--- config.mk ---
export PLATFORM = sky130hd
export DESIGN_NAME = btn_conditioner
export DESIGN_NICKNAME = d
export VERILOG_FILES = /design/src/rtl/btn_cond_pkg.sv /design/src/rtl/btn_sync.sv /design/src/rtl/btn_conditioner.sv
export SDC_FILE = /design/constraint.sdc
export NUM_CORES = 1
export LEC_CHECK = 0
export ABC_AREA = 1
export BUFFER_PORTS_ARGS = -buffer_cell sky130_fd_sc_hd__buf_2
export CAP_MARGIN = 20
export CORE_ASPECT_RATIO = 1.4
export CORE_MARGIN = 8
export CORE_UTILIZATION = 55
export CTS_BUF_LIST = sky130_fd_sc_hd__clkbuf_8
export DETAILED_ROUTE_END_ITERATION = 10
export GPL_ROUTABILITY_DRIVEN = 0
export HOLD_SLACK_MARGIN = 0.1
export PLACE_DENSITY = 0.72
export SYNTH_ARGS = -nofsm -noshare
export SYNTH_HDL_FRONTEND = slang
export SYNTH_SLANG_ARGS = --single-unit
export TNS_END_PERCENT = 100
--- constraint.sdc ---
create_clock -name clk_clk -period 3.7 [get_ports clk_clk]
set_clock_uncertainty 0.1 [all_clocks]
set_input_delay 0.555 -clock clk_clk [delete_from_list [all_inputs] [get_ports clk_clk]]
set_output_delay 0.555 -clock clk_clk [all_outputs]
set_load 0.05 [all_outputs]
--- src/rtl/btn_cond_pkg.sv ---
// Shared types and default timing constants for the push-button conditioner.
package btn_cond_pkg;

  // Debounce / hold FSM states
  typedef enum logic [1:0] {
    IDLE         = 2'd0,
    PRESS_WAIT   = 2'd1,
    HELD         = 2'd2,
    RELEASE_WAIT = 2'd3
  } btn_state_t;

  // Defaults for a 50 MHz clock: 10 ms debounce, 1 s long press, 200 ms repeat
  localparam int unsigned BTN_DEBOUNCE_CYC_DEF = 500000;
  localparam int unsigned BTN_LONG_CYC_DEF     = 50000000;
  localparam int unsigned BTN_REPEAT_CYC_DEF   = 10000000;

endpackage : btn_cond_pkg

--- src/rtl/btn_sync.sv ---
// Two-flop synchroniser for an asynchronous single-bit input; reset value selectable.
module btn_sync #(
  parameter logic RESET_VAL = 1'b1
) (
  input  logic clk,
  input  logic rst,
  input  logic d_i,
  output logic q_o
);

  logic [1:0] sync_q;
  logic [1:0] sync_d;

  // Shift the raw input through the two-stage chain
  always_comb begin
    sync_d = {sync_q[0], d_i};
  end

  // Synchroniser flops, synchronous active-high reset
  always_ff @(posedge clk) begin
    if (rst) begin
      sync_q <= {2{RESET_VAL}};
    end else begin
      sync_q <= sync_d;
    end
  end

  assign q_o = sync_q[1];

endmodule : btn_sync

--- src/rtl/btn_conditioner.sv ---
// Push-button conditioner: synchronise, debounce, level + press/release/long events,
// wrapping press counter. Optional auto-repeat enabled by BTN_COND_AUTOREPEAT_EN.
module btn_conditioner
  import btn_cond_pkg::*;
#(
  parameter int unsigned DEBOUNCE_CYC = BTN_DEBOUNCE_CYC_DEF,
  parameter int unsigned LONG_CYC     = BTN_LONG_CYC_DEF,
  parameter int unsigned REPEAT_CYC   = BTN_REPEAT_CYC_DEF
) (
  input  logic       clk_clk,
  input  logic       reset_reset,
  input  logic       key_n_i,
  output logic       btn_level_o,
  output logic       press_pulse_o,
  output logic       release_pulse_o,
  output logic       long_pulse_o,
  output logic [7:0] press_count_o
);

  localparam int unsigned DEB_W  = $clog2(DEBOUNCE_CYC);
  localparam int unsigned HOLD_W = $clog2(LONG_CYC + 1);

  // Reject parameter values that would give zero-width counters
  if (DEBOUNCE_CYC < 2 || LONG_CYC < 2 || REPEAT_CYC < 2) begin : g_bad_param
    $error("btn_conditioner: DEBOUNCE_CYC, LONG_CYC and REPEAT_CYC must be >= 2");
  end

  logic key_s;

  btn_sync #(.RESET_VAL(1'b1)) u_sync (
    .clk (clk_clk),
    .rst (reset_reset),
    .d_i (key_n_i),
    .q_o (key_s)
  );

  btn_state_t        state_q,     state_d;
  logic [DEB_W-1:0]  deb_cnt_q,   deb_cnt_d;
  logic [HOLD_W-1:0] hold_cnt_q,  hold_cnt_d;
  logic              long_done_q, long_done_d;
  logic              level_q,     level_d;
  logic              press_q,     press_d;
  logic              release_q,   release_d;
  logic              long_q,      long_d;
  logic [7:0]        count_q,     count_d;

`ifdef BTN_COND_AUTOREPEAT_EN
  localparam int unsigned REP_W = $clog2(REPEAT_CYC);
  logic [REP_W-1:0] rep_cnt_q, rep_cnt_d;
  logic             rep_fire;
`endif

  // Next-state, counters and event generation
  always_comb begin
    state_d     = state_q;
    deb_cnt_d   = deb_cnt_q;
    hold_cnt_d  = hold_cnt_q;
    long_done_d = long_done_q;
    level_d     = level_q;
    press_d     = 1'b0;
    release_d   = 1'b0;
    long_d      = 1'b0;
    count_d     = count_q;
`ifdef BTN_COND_AUTOREPEAT_EN
    rep_cnt_d   = rep_cnt_q;
    rep_fire    = 1'b0;
`endif

    // Hold timer runs through release bounces so a glitch does not delay the long press
    if (state_q == HELD || state_q == RELEASE_WAIT) begin
      if (hold_cnt_q < HOLD_W'(LONG_CYC)) begin
        hold_cnt_d = hold_cnt_q + HOLD_W'(1);
      end
      if (hold_cnt_q == HOLD_W'(LONG_CYC - 1) && !long_done_q) begin
        long_d      = 1'b1;
        long_done_d = 1'b1;
`ifdef BTN_COND_AUTOREPEAT_EN
        rep_cnt_d   = '0;
`endif
      end
`ifdef BTN_COND_AUTOREPEAT_EN
      else if (long_done_q) begin
        if (rep_cnt_q == REP_W'(REPEAT_CYC - 1)) begin
          rep_cnt_d = '0;
          rep_fire  = 1'b1;
        end else begin
          rep_cnt_d = rep_cnt_q + REP_W'(1);
        end
      end
`endif
    end

    case (state_q)
      IDLE: begin
        if (!key_s) begin
          state_d   = PRESS_WAIT;
          deb_cnt_d = '0;
        end
      end
      PRESS_WAIT: begin
        if (key_s) begin
          state_d = IDLE;
        end else if (deb_cnt_q == DEB_W'(DEBOUNCE_CYC - 1)) begin
          state_d     = HELD;
          level_d     = 1'b1;
          press_d     = 1'b1;
          count_d     = count_q + 8'd1;
          hold_cnt_d  = '0;
          long_done_d = 1'b0;
        end else begin
          deb_cnt_d = deb_cnt_q + DEB_W'(1);
        end
      end
      HELD: begin
        if (key_s) begin
          state_d   = RELEASE_WAIT;
          deb_cnt_d = '0;
        end
      end
      RELEASE_WAIT: begin
        if (!key_s) begin
          state_d = HELD;
        end else if (deb_cnt_q == DEB_W'(DEBOUNCE_CYC - 1)) begin
          state_d   = IDLE;
          level_d   = 1'b0;
          release_d = 1'b1;
`ifdef BTN_COND_AUTOREPEAT_EN
          rep_cnt_d = '0;
          rep_fire  = 1'b0;
`endif
        end else begin
          deb_cnt_d = deb_cnt_q + DEB_W'(1);
        end
      end
      default: begin
        state_d = IDLE;
      end
    endcase

`ifdef BTN_COND_AUTOREPEAT_EN
    // Auto-repeat looks like another press to software
    if (rep_fire) begin
      press_d = 1'b1;
      count_d = count_q + 8'd1;
    end
`endif
  end

  // State and output registers, synchronous active-high reset
  always_ff @(posedge clk_clk) begin
    if (reset_reset) begin
      state_q     <= IDLE;
      deb_cnt_q   <= '0;
      hold_cnt_q  <= '0;
      long_done_q <= 1'b0;
      level_q     <= 1'b0;
      press_q     <= 1'b0;
      release_q   <= 1'b0;
      long_q      <= 1'b0;
      count_q     <= 8'd0;
`ifdef BTN_COND_AUTOREPEAT_EN
      rep_cnt_q   <= '0;
`endif
    end else begin
      state_q     <= state_d;
      deb_cnt_q   <= deb_cnt_d;
      hold_cnt_q  <= hold_cnt_d;
      long_done_q <= long_done_d;
      level_q     <= level_d;
      press_q     <= press_d;
      release_q   <= release_d;
      long_q      <= long_d;
      count_q     <= count_d;
`ifdef BTN_COND_AUTOREPEAT_EN
      rep_cnt_q   <= rep_cnt_d;
`endif
    end
  end

  assign btn_level_o     = level_q;
  assign press_pulse_o   = press_q;
  assign release_pulse_o = release_q;
  assign long_pulse_o    = long_q;
  assign press_count_o   = count_q;

endmodule : btn_conditioner
==> metrics.log, run 1 <==
[metrics] synth warn: 0
[metrics] Sinks on Clock Net: 62
[metrics] cell family contributing the most delay on the critical path: simple AND/OR/NAND/NOR gates
[metrics] Total Nets Final: 585
[metrics] end point of the worst hold path: u_sync.sync_q[1]$_SDFF_PP1_
[metrics] Post-CTS Hold Fix Bufs: 0
[metrics] critical-path cell with the highest stage delay: nor2_2
[metrics] top-count cell post-synth: nand2_1
[metrics] 1st-iter DRT viols: 257
[metrics] count of fill cells added during filler insertion: 611
[metrics] share of flip-flops with an asynchronous set or reset after synthesis: 0%
[metrics] leakage power total: 0.00135 µW
[metrics] Multi-input gate area: 2050 µm²
[metrics] Final ANT Viol Nets: 0
[metrics] Setup Viol. Count Final: 0
[metrics] class of the worst hold path: flop to flop
[metrics] register bit count reported by yosys: 62
[metrics] CP Buf/Inv Count: 2
[metrics] maximum clock rate: 0.450 GHz
[metrics] endpoint type of the worst setup path: flop
[metrics] Site Rows: 34
[metrics] Avg Vias per Cell: 5.52
[metrics] CTS buffer count: 9
[metrics] count of cells resized by post-cts repair: 0
[metrics] chip width: 84.1 µm
[metrics] beginning of the worst hold path: u_sync.sync_q[0]$_SDFF_PP1_
[metrics] reported max-cap violation count: 0
[metrics] Worst Path Required: 3870 ps
[metrics] total standard cell area after synthesis: 3570 µm²
[metrics] global-route congestion overflow total: 0
[metrics] via count of the first global-routing pass: 3,369
[metrics] unrepaired setup endpoints after global routing: no
[metrics] I/O pin total: 15
[metrics] transition time at the pin with the least slew margin: 671 ps
[metrics] Starting Density: 57.1%
[metrics] clock transition time at the flip-flop clock pins of the worst setup and hold paths: 70 ps
[metrics] initial antenna violation count: 0
[metrics] clock latency on the worst-skew pair: 340 ps
[metrics] Syn Nets: 571
[metrics] post-synth top area cell: dfxtp_1
[metrics] outcome: finished, final reports clean
[metrics] global-route usage over all layers: 18.5%
[metrics] global-route wire length before repair: 14,600 µm
[metrics] deepest level of the CTS H-tree: 3
[metrics] worst slew margin relative to its limit: 54.9%
[metrics] Die H: 111 µm
[metrics] total of buffers placed on input and output ports: 14
[metrics] number of distinct library cells after synthesis: 34
[metrics] routed via count: 3,617
[metrics] buffer levels on the longest clock path: 2
[metrics] startpoint types: flop
[metrics] minimum clock period: 2220 ps
[metrics] critical path fanouts, max: 15
[metrics] full die area: 9360 µm²
[metrics] kind of critical path: flop to flop
[metrics] combined flip-flop and latch cell area: 1240 µm²
[metrics] Worst IR Drop VDD: 0.229 mV
[metrics] first-pass iteration count of the detailed router: 6
[metrics] portion of synthesized cell area occupied by the leading cell type: 34.8%
[metrics] HPWL after detailed placement: 6360 µm
[metrics] share of the clock period used by the worst path after layout: 60.1%
[metrics] layout overhead on the synthesized area: 8.79%
[metrics] count of unresolved DRC violations after routing: 0
[metrics] pin count of the biggest net entering global routing: 29
[metrics] maximum single-stage delay on the critical path: 390 ps
[metrics] worst reg2reg path startpoint: deb_cnt_q[0]$_SDFFE_PP0P_
[metrics] cell types occupying the most area after synthesis: dfxtp_1 (35%), nand2_1 (19%), nor2_1 (8.5%)
[metrics] post-placement cell area: 3660 µm²
[metrics] drt total wl: 8570 µm
[metrics] area of the core: 6250 µm²
[metrics] clock tree from TritonCTS: yes
[metrics] Worst R2R Setup Slack: 1480 ps
[metrics] cells along the critical path: ha_1 > nand3_1 > inv_1 > nand3_2 > nor2_4 > nor2_2 > inv_2 > o21ai_0 > nand2_1 > nor2_1
[metrics] power density cells: 355 nW/µm²
[metrics] destination of the worst register-to-register timing path: deb_cnt_q[2]$_SDFFE_PP0P_
[metrics] share of final-layout standard cells stronger than drive strength 1: 9.43%
[metrics] R2R depth: 10
[metrics] pins over their slew limit: 0
[metrics] final total negative setup slack: 0 ps
[metrics] Post-CTS Setup Bufs: 0
[metrics] routed length per placed instance: 13.1 µm
[metrics] Post-synth top cells: nand2_1 (178), nor2_1 (81), dfxtp_1 (62), inv_1 (52), nand3_1 (45)
[metrics] worst hold path depth: 1
[metrics] Avg Inst Size Synth: 6.32 µm²
[metrics] most instantiated flip-flop cell in the synthesis netlist: dfxtp_1
[metrics] critical path data arrival time: 2390 ps
[metrics] cell count after synthesis: 565
[metrics] Final Hold Vio Count: 0
[metrics] number of synthesized flops with an enable pin: 0
[metrics] Root Buffer Master: clkbuf_8
[metrics] Antenna Diode Count: 0
[metrics] sequential share of the synthesized area: 34.8%
[metrics] design area: 3880 µm²
[worst register-to-register path: stages (launching register included)]
cell,delay (ps)
dfxtp_1,360
ha_1,270
nand3_1,160
inv_1,90
nand3_2,100
nor2_4,50
nor2_2,390
inv_2,250
o21ai_0,210
nand2_1,60
nor2_1,110
[per-layer routing]
metal | share of wire (%) | up-vias | routed length [µm] | track usage (%)
met1 | 40 | 1639 | 3400 | 18.5
li1 | - | 1852 | - | -
met2 | 53 | 97 | 4580 | 34.6
met3 | 3.5 | 29 | 296 | 3.87
met5 | 0 | - | 0 | 0
met4 | 3.5 | 0 | 299 | 9.48
[registers in the layout, indices dropped and copies added, names as in the netlist, named ones only]
register and count:
hold_cnt_q 26, deb_cnt_q 19, press_count_o 8, u_sync.sync_q 2, btn_level_o 1, long_done_q 1, long_pulse_o 1, press_pulse_o 1
release_pulse_o 1, state_q 1
[worst max path at each step]
stage,from,end,slack [ps],depth (start not counted)
after global placement,deb_cnt_q[0]$_SDFFE_PP0P_,deb_cnt_q[2]$_SDFFE_PP0P_,1570,10
after detailed placement,deb_cnt_q[0]$_SDFFE_PP0P_,deb_cnt_q[2]$_SDFFE_PP0P_,1520,10
after CTS,deb_cnt_q[0]$_SDFFE_PP0P_,deb_cnt_q[2]$_SDFFE_PP0P_,1520,10
after floorplan,deb_cnt_q[0]$_SDFFE_PP0P_,deb_cnt_q[13]$_SDFFE_PP0P_,1980,10
after global routing,state_q[0]$_SDFFE_PP0P_,press_count_o[7]$_SDFFE_PP0P_,1180,5
final,deb_cnt_q[0]$_SDFFE_PP0P_,deb_cnt_q[2]$_SDFFE_PP0P_,1480,10
[cell families after synthesis]
logic type,share of synthesized area [%]
buf+inv,7.88
compound gates,8.69
flops,34.8
xor+xnor,2.70
fa+ha+maj,1.05
simple gates,44.9
[where the power goes]
part	leakage (µW)	internal [µW]	switching, µW
Clock	0.000115	410	264
Sequential	0.000500	669	3.35
Combinational	0.000739	7.20	26.3
Total	0.00135	1090	294
[cells in the final DEF (no fill, tap or decap), types with 2 or more instances in the layout]
cell       synthesis  layout
a31oi_1            2       2
ha_1               3       3
inv_1             52      52
dfxtp_1           62      62
nand2_1          178     178
buf_2              3      14
nand3_1           45      45
clkinv_2           0       2
a21oi_1           42      42
clkbuf_8           0      11
xor2_1             5       5
nor4_1             5       5
or2_2              2       2
nor2_4             5       5
nor3_2             2       2
bufinv_16          0       2
nor3_1            11      11
nand3_2            3       3
nand4_1           19      19
nor2_1            81      81
nor2_2             6       6
inv_2              3       3
o21ai_0           12      12
xnor2_1            6       6
[stage by stage]
stage	setup WS (ps)	util [%]	hold slack [ps]	total power, µW	cells
global route	1180	62.1	305	1420	655
finish	1480	62.1	309	1380	655
floorplan	1980	-	289	714	565
global placement	1570	58.6	301	721	640
detailed placement	1520	58.6	293	721	640
CTS	1520	62.1	300	1390	655
[area by class of cell]
| class | instances | area share (%) |
|---|---|---|
| clock inverter | 4 | 1.80 |
| tap | 72 | 2.32 |
| timing repair buffer | 15 | 2.00 |
| inverter | 55 | 5.31 |
| sequential | 62 | 31.9 |
| multi-input combinational | 436 | 52.7 |
| clock buffer | 11 | 3.90 |
(Power assumes the default switching activity.)
==> run 2, diff against run 1 <==
==> constraint.sdc (replaced) <==
create_clock -name clk_clk -period 2.3 [get_ports clk_clk]
set_clock_uncertainty 0.1 [all_clocks]
set_input_delay 0.345 -clock clk_clk [delete_from_list [all_inputs] [get_ports clk_clk]]
set_output_delay 0.345 -clock clk_clk [all_outputs]
set_load 0.05 [all_outputs]
==> run 2 against run 1 <==
Worst hold slack better by 15 ps; power up 59%; cell count up 1.1%; via count up 0.39%; register-to-register slack worse by 1300 ps; sequential power up 60%; critical path depth unchanged; worst setup slack worse by 1300 ps; die area unchanged; largest cell class unchanged.
==> metrics.log, run 2 (synthesized netlist as in run 1, its figures left out) <==
[metrics] Worst Path Required: 2480 ps
[metrics] clock tree from TritonCTS: yes
[metrics] power density cells: 560 nW/µm²
[metrics] initial antenna violation count: 0
[metrics] 1st-iter DRT viols: 227
[metrics] layout overhead on the synthesized area: 9.88%
[metrics] endpoint type of the worst setup path: flop
[metrics] reported max-cap violation count: 0
[metrics] Setup Viol. Count Final: 0
[metrics] CP Buf/Inv Count: 2
[metrics] global-route wire length before repair: 14,900 µm
[metrics] worst slew margin relative to its limit: 60.4%
[metrics] flip-flop count of the largest register after layout: 26
[metrics] via count of the first global-routing pass: 3,426
[metrics] drt total wl: 8920 µm
[metrics] pins over their slew limit: 0
[metrics] share of the clock period used by the worst path after layout: 92.6%
[metrics] startpoint types: flop
[metrics] count of cells resized by post-cts repair: 0
[metrics] Root Buffer Master: clkbuf_8
[metrics] CTS buffer count: 9
[metrics] buffer levels on the longest clock path: 2
[metrics] post-place setup slack: 210 ps
[metrics] Site Rows: 34
[metrics] routed via count: 3,631
[metrics] minimum clock period: 2130 ps
[metrics] Final ANT Viol Nets: 0
[metrics] HPWL after detailed placement: 6530 µm
[metrics] critical path data arrival time: 2310 ps
[metrics] clock transition time at the flip-flop clock pins of the worst setup and hold paths: 70 ps
[metrics] full die area: 9360 µm²
[metrics] class of the worst hold path: flop to flop
[metrics] commonest non-fill, non-tap cell in the layout: nand2_1
[metrics] most used cells in the layout excluding fill and tap cells: nand2_1 (178), nor2_1 (81), dfxtp_1 (62)
[metrics] I/O pin total: 15
[metrics] critical-path cell with the highest stage delay: nor2_2
[metrics] Sinks on Clock Net: 62
[metrics] deepest level of the CTS H-tree: 3
[metrics] Antenna Diode Count: 0
[metrics] Avg Vias per Cell: 5.48
[metrics] Die H: 111 µm
[metrics] Total Nets Final: 591
[metrics] final total negative setup slack: 0 ps
[metrics] unrepaired setup endpoints after global routing: no
[metrics] count of unresolved DRC violations after routing: 0
[metrics] worst setup path startpoint: deb_cnt_q[0]$_SDFFE_PP0P_
[metrics] Post-CTS Setup Bufs: 0
[metrics] Layout Utilization: 62.7%
[metrics] cell family contributing the most delay on the critical path: simple AND/OR/NAND/NOR gates
[metrics] outcome: finished, final reports clean
[metrics] worst reg2reg path startpoint: deb_cnt_q[0]$_SDFFE_PP0P_
[metrics] first-pass iteration count of the detailed router: 5
[metrics] clock latency on the worst-skew pair: 350 ps
[metrics] total of buffers placed on input and output ports: 14
[metrics] Post-CTS Hold Fix Bufs: 1
[metrics] Worst IR Drop VDD: 0.635 mV
[metrics] Starting Density: 57.1%
[metrics] Final Hold Vio Count: 0
[metrics] global-route congestion overflow total: 0
[metrics] chip width: 84.1 µm
[metrics] kind of critical path: flop to flop
[metrics] maximum single-stage delay on the critical path: 370 ps
[metrics] transition time at the pin with the least slew margin: 590 ps
[metrics] critical path fanouts, max: 15
[metrics] share of final-layout standard cells stronger than drive strength 1: 10.3%
[metrics] maximum clock rate: 0.470 GHz
[metrics] PnR worst setup slack: 170 ps
[metrics] leakage power total: 0.00138 µW
[metrics] beginning of the worst hold path: u_sync.sync_q[0]$_SDFF_PP1_
[metrics] largest register by flop count: hold_cnt_q
[metrics] routed length per placed instance: 13.5 µm
[metrics] cells along the critical path: ha_1 > nand3_1 > inv_1 > nand3_2 > nor2_4 > nor2_2 > inv_2 > o21ai_0 > nand2_1 > nor2_1
[metrics] area of the core: 6250 µm²
[metrics] global-route usage over all layers: 19.0%
[metrics] pin count of the biggest net entering global routing: 29
-- run 2: path summary, 6_finish.rpt --
path                                 endpoint  slack, ps  cells past startpoint
setup reg to reg    deb_cnt_q[2]$_SDFFE_PP0P_        170                     10
setup / recovery    deb_cnt_q[2]$_SDFFE_PP0P_        170                     10
hold reg to reg   u_sync.sync_q[1]$_SDFF_PP1_        320                      1
hold / removal    u_sync.sync_q[1]$_SDFF_PP1_        320                      1
-- run 2: metal layers --
layer | vias up | global-route usage [%] | part of all wire, %
li1 | 1861 | - | -
met5 | - | 0 | 0
met4 | 0 | 10.8 | 3.3
met2 | 85 | 35.2 | 54
met1 | 1656 | 18.9 | 40
met3 | 29 | 4.01 | 3.1
-- run 2: layout make-up --
cell class	instances	area, µm²
Clock inverter	7	88.8
Clock buffer	9	124
Inverter	55	206
Multi-Input combinational cell	436	2050
Fill cell	622	2330
Tap cell	72	90.1
Timing Repair Buffer	21	125
Sequential cell	62	1240
-- run 2: metrics by stage --
| step | total power, µW | hold slack [ps] | cell area (µm²) | instances |
|---|---|---|---|---|
| 3_5_place_dp | 1160 | 313 | 3700 | 645 |
| 6_report | 2200 | 325 | 3920 | 662 |
| 5_1_grt | 2270 | 334 | 3920 | 662 |
| 3_3_place_gp | 1160 | 309 | 3700 | 645 |
| 2_1_floorplan | 1150 | 289 | 3570 | 565 |
| 4_1_cts | 2210 | 330 | 3920 | 662 |
-- run 2: power breakdown --
group | switching, µW | total (µW) | internal [µW]
sequential | 3.97 | 1080 | 1080
combinational | 44.0 | 58.2 | 14.2
clock | 454 | 1060 | 604
total | 502 | 2200 | 1690
